## src/rtl/alu_op_sequencer.sv

```systemverilog
// Issue stage for a combinational ALU: accepts one command, holds it on the ALU
// inputs for SETTLE cycles, registers the result and offers it downstream.
module alu_op_sequencer #(
    parameter int WIDTH  = 32,
    parameter int OPW    = 5,
    parameter int SETTLE = 1,
    parameter int CNTW   = 16
) (
    input  logic             clk,
    input  logic             rst,
    input  logic             in_valid,
    output logic             in_ready,
    input  logic [WIDTH-1:0] in_a,
    input  logic [WIDTH-1:0] in_b,
    input  logic [OPW-1:0]   in_op,
    output logic [WIDTH-1:0] alu_a,
    output logic [WIDTH-1:0] alu_b,
    output logic [OPW-1:0]   alu_op,
    input  logic [WIDTH-1:0] alu_out,
    output logic             res_valid,
    input  logic             res_ready,
    output logic [WIDTH-1:0] res_data,
    output logic             res_zero,
    output logic             busy,
    output logic [CNTW-1:0]  op_count,
    output logic [1:0]       state_dbg
);

    // Both handshakes: a transfer happens on a rising edge where valid && ready;
    // valid never depends on ready, and in_ready never depends on in_valid.

    if (SETTLE < 1 || SETTLE > 15) begin : g_bad_settle
        $error("alu_op_sequencer: SETTLE must be in 1..15");
    end

    typedef enum logic [1:0] {
        ST_IDLE   = 2'd0,
        ST_SETTLE = 2'd1,
        ST_RESP   = 2'd2
    } state_t;

    localparam logic [3:0]      CNT_LOAD = 4'(SETTLE - 1);
    localparam logic [CNTW-1:0] CNT_ONE  = {{(CNTW-1){1'b0}}, 1'b1};

    state_t     state, state_nx;
    logic [3:0] cnt, cnt_nx;
    logic       do_accept;
    logic       do_capture;
    logic       do_release;

    assign in_ready  = (state == ST_IDLE) && !rst;
    assign busy      = (state != ST_IDLE);
    assign state_dbg = state;

    always_ff @(posedge clk or posedge rst) begin
        if (rst) begin
            state <= ST_IDLE;
            cnt   <= 4'd0;
        end else begin
            state <= state_nx;
            cnt   <= cnt_nx;
        end
    end

    always_comb begin
        state_nx   = state;
        cnt_nx     = cnt;
        do_accept  = 1'b0;
        do_capture = 1'b0;
        do_release = 1'b0;
        case (state)
            ST_IDLE: begin
                if (in_valid && in_ready) begin
                    do_accept = 1'b1;
                    cnt_nx    = CNT_LOAD;
                    state_nx  = ST_SETTLE;
                end
            end
            ST_SETTLE: begin
                if (cnt != 4'd0) begin
                    cnt_nx = cnt - 4'd1;
                end else begin
                    do_capture = 1'b1;
                    state_nx   = ST_RESP;
                end
            end
            ST_RESP: begin
                if (res_ready) begin
                    do_release = 1'b1;
                    state_nx   = ST_IDLE;
                end
            end
            default: state_nx = ST_IDLE;
        endcase
    end

    // ALU inputs and the last result are deliberately held between operations.
    always_ff @(posedge clk or posedge rst) begin
        if (rst) begin
            alu_a     <= '0;
            alu_b     <= '0;
            alu_op    <= '0;
            res_data  <= '0;
            res_zero  <= 1'b0;
            res_valid <= 1'b0;
            op_count  <= '0;
        end else begin
            if (do_accept) begin
                alu_a  <= in_a;
                alu_b  <= in_b;
                alu_op <= in_op;
            end
            if (do_capture) begin
                res_data  <= alu_out;
                res_zero  <= (alu_out == '0);
                res_valid <= 1'b1;
            end
            if (do_release) begin
                res_valid <= 1'b0;
                op_count  <= op_count + CNT_ONE;
            end
        end
    end

endmodule

```

## config.mk

```make
export PLATFORM = sky130hd
export DESIGN_NAME = alu_op_sequencer
export DESIGN_NICKNAME = d
export VERILOG_FILES = /design/src/rtl/alu_op_sequencer.sv
export SDC_FILE = /design/constraint.sdc
export NUM_CORES = 1
export LEC_CHECK = 0
export ABC_AREA = 1
export ABC_CLOCK_PERIOD_IN_PS = 4800
export CAP_MARGIN = 20
export CORE_MARGIN = 2
export CORE_UTILIZATION = 42
export DETAILED_ROUTE_END_ITERATION = 7
export HOLD_SLACK_MARGIN = 0.02
export PLACE_DENSITY = 0.78
export SYNTH_ARGS = -nofsm -noshare
export SYNTH_HDL_FRONTEND = slang
export SYNTH_SLANG_ARGS = --single-unit
```

## constraint.sdc

```tcl
create_clock -name clk -period 4.8 [get_ports clk]
set_clock_uncertainty 0.2 [all_clocks]
set_input_delay 0.72 -clock clk [delete_from_list [all_inputs] [get_ports clk]]
set_output_delay 0.72 -clock clk [all_outputs]
set_load 0.05 [all_outputs]
```

==> impl_metrics.csv <==
group,metric,value,unit
outcome,outcome,"completed",
yosys,synth_area_leader_cell,"dfrtp_1",
pwr,vdd_drop_max,445,µV
die,placementRows,40,
layout,n_antenna_cell,0,
yosys,ys_seq_elements,125,
yosys,synth.distinct_cells,25,
yosys,syn_avg_cell_area,11.4,µm²
clock_network,cts.sinks,125,
global_route,grt.overflow.total,0,
die,start_util,0.430,
clock_network,numCtsBuffers,17,
timing,hold_viol_final,0,
layout,mostFrequentLayoutCell,"clkdlybuf4s50_1",
setup_path,cp-end-kind,"flip-flop",
setup_path,critPathMaxFanout,71,
clock_network,clk-insertion-delay-late,400,ps
layout,final_nets,792,
pwr,leakage,3.59,nW
route,antenna_left,0,
place,place.gp.congestion,0.775,
global_route,grt_max_degree,75,
die,core,12000,µm²
global_route,antenna_found_initial,0,
yosys,synth_top_area_share,0.606,
clock_network,clockBufferDepth,2,
yosys,synth.area.top_cells,"dfrtp_1 (61%), mux2_2 (8.7%), nand2_1 (6.9%)",
timing,period_minus_slack,3330,ps
clock_network,cts_resized,0,
pwr,cellPowerDensity,811,nW/µm²
timing,slew_viol_final,0,
timing,fmax,301,MHz
clock_network,cts_setup_buffers,0,
timing,tightest_slew,974,ps
global_route,first_global_vias,4253,
timing,min_period_over_period,0.693,
yosys,syn-instance-count,451,
global_route,gr-usage-all-layers,0.193,
flow_run,drv_cap,0,
setup_path,crit_arrival,3440,ps
die,die_h,115,µm
clock_network,cts_hold_buf,0,
route,routed_wl,12.6,mm
hold_path,hp-class,"flip-flop to flip-flop",
route,drc_errors,0,
timing,fin_ws,1470,ps
clock_network,root_buffer,"clkbuf_16",
layout,drive_gt1_frac,0.118,
timing,rsz0062_at_grt,"no",
die,die_w,115,µm
place,place_ws,1020,ps
setup_path,crit_type,"primary input to flip-flop",
route,drt_iter0_drc,117,
clock_network,cts_max_level,4,
die,io_pins,228,
setup_path,required,4910,ps
route,vias,4013,
layout,mostFrequentLayoutCells,"clkdlybuf4s50_1 (227), dfrtp_1 (125), nand2_1 (95), inv_1 (40), mux2_2 (40)",
yosys,syn-num-nets,559,
setup_path,start_kind,"primary input",
route,routedWlPerCell,15.0,µm
layout,final_cells,844,
timing,maxSlewHeadroom,0.351,
layout,flow.area_growth_from_synthesis,55.9,%
route,vias_per_cell,4.75,
place,io_buffers,227,
place,hpwl,9.22,mm
place,dp.cells,812,
timing,setup_tns,0,ps
route,dr.pass1.iters,4,
clock_network,cts_tree,"built",
yosys,ys.warnings.count,0,
yosys,ys_seq_area_frac,0.606,
global_route,grt_pass1_wl,20.0,mm
yosys,netlist_area,5160,µm²
timing,setup_viol_count_final,0,
die,die_area,13200,µm²
clock_network,clkSlewWorstSetupHoldPaths,60,ps
-- state kept, by name, indices dropped and copies added (netlist names) --
signal,count
res_valid,1
alu_a,32
alu_op,5
alu_b,32
op_count,16
state_dbg,2
cnt,4
res_data,32
res_zero,1
-- path summary, 6_finish.rpt --
check,slack [ps],cells past startpoint,from,end
min in group asynchronous,600,2,rst,alu_a[12]
max in group asynchronous,2410,3,rst,res_data[20]
min,280,2,res_data[28],res_data[28]
max,1470,6,rst,cnt[2]
min reg2reg,280,2,res_data[28],res_data[28]
max reg2reg,2230,5,state_dbg[1],cnt[2]
-- layout make-up --
class / count / area, µm²
clock buffer: 19 / 433
timing repair buffer: 228 / 2280
sequential: 125 / 3130
fill: 931 / 3960
clock inverter: 13 / 120
inverter: 44 / 168
tap: 147 / 184
multi-input combinational: 268 / 1740
-- metal layers --
metal  up-vias  share of wire  global-route usage
met5         -              0                   0
met4         0          0.015              0.0602
met3        18          0.065              0.0569
met2       146           0.50               0.337
met1      1917           0.42               0.232
li1       1932              -                   -
-- cells by family (layout without fill, tap and decap cells) --
logic type | Yosys count | in the layout | share of synthesized area
xor+xnor | 10 | 10 | 0.0170
buf+inv | 58 | 304 | 0.0574
compound gates | 30 | 30 | 0.0298
flops | 125 | 125 | 0.606
simple gates | 156 | 156 | 0.132
fa+ha+maj | 3 | 3 | 0.00727
mux | 69 | 69 | 0.151
-- synth_stat cells, drive strengths merged --
cell type    n
a21oi        2
a31oi        1
buf         13
clkbuf       1
dfrtp      125
ha           3
inv         44
mux2        69
nand2       95
nand3       16
nand3b       1
nand4        9
nor2        33
nor3         2
o21ai       26
o31ai        1
xnor2        3
xor2         7
-- report_power, final --
part / internal [mW] / total (mW) / switching [mW] / leakage (nW)
combinational: 1.21 / 3.52 / 2.31 / 1.81
sequential: 1.54 / 1.82 / 0.287 / 1.51
clock: 0.713 / 1.18 / 0.471 / 0.263
total: 3.46 / 6.52 / 3.07 / 3.59
-- stage by stage --
stage / power [mW] / hold WS [ps] / area, µm² / utilization
final: 6.52 / 275 / 8050 / 0.670
after global routing: 6.81 / 304 / 8050 / 0.670
after CTS: 6.59 / 281 / 8050 / 0.670
after detailed placement: 5.37 / 264 / 7500 / 0.624
after global placement: 5.30 / 261 / 7500 / 0.624
after floorplan: 4.15 / 286 / 5160 / -
-- worst max-delay path, cell delays in order --
cell             delay (ps)
clkdlybuf4s50_1         470
inv_4                   490
nand3_4                 870
nand2_1                 530
a21oi_1                 160
a21oi_1                 190
Power figures use the tool's default switching activity.
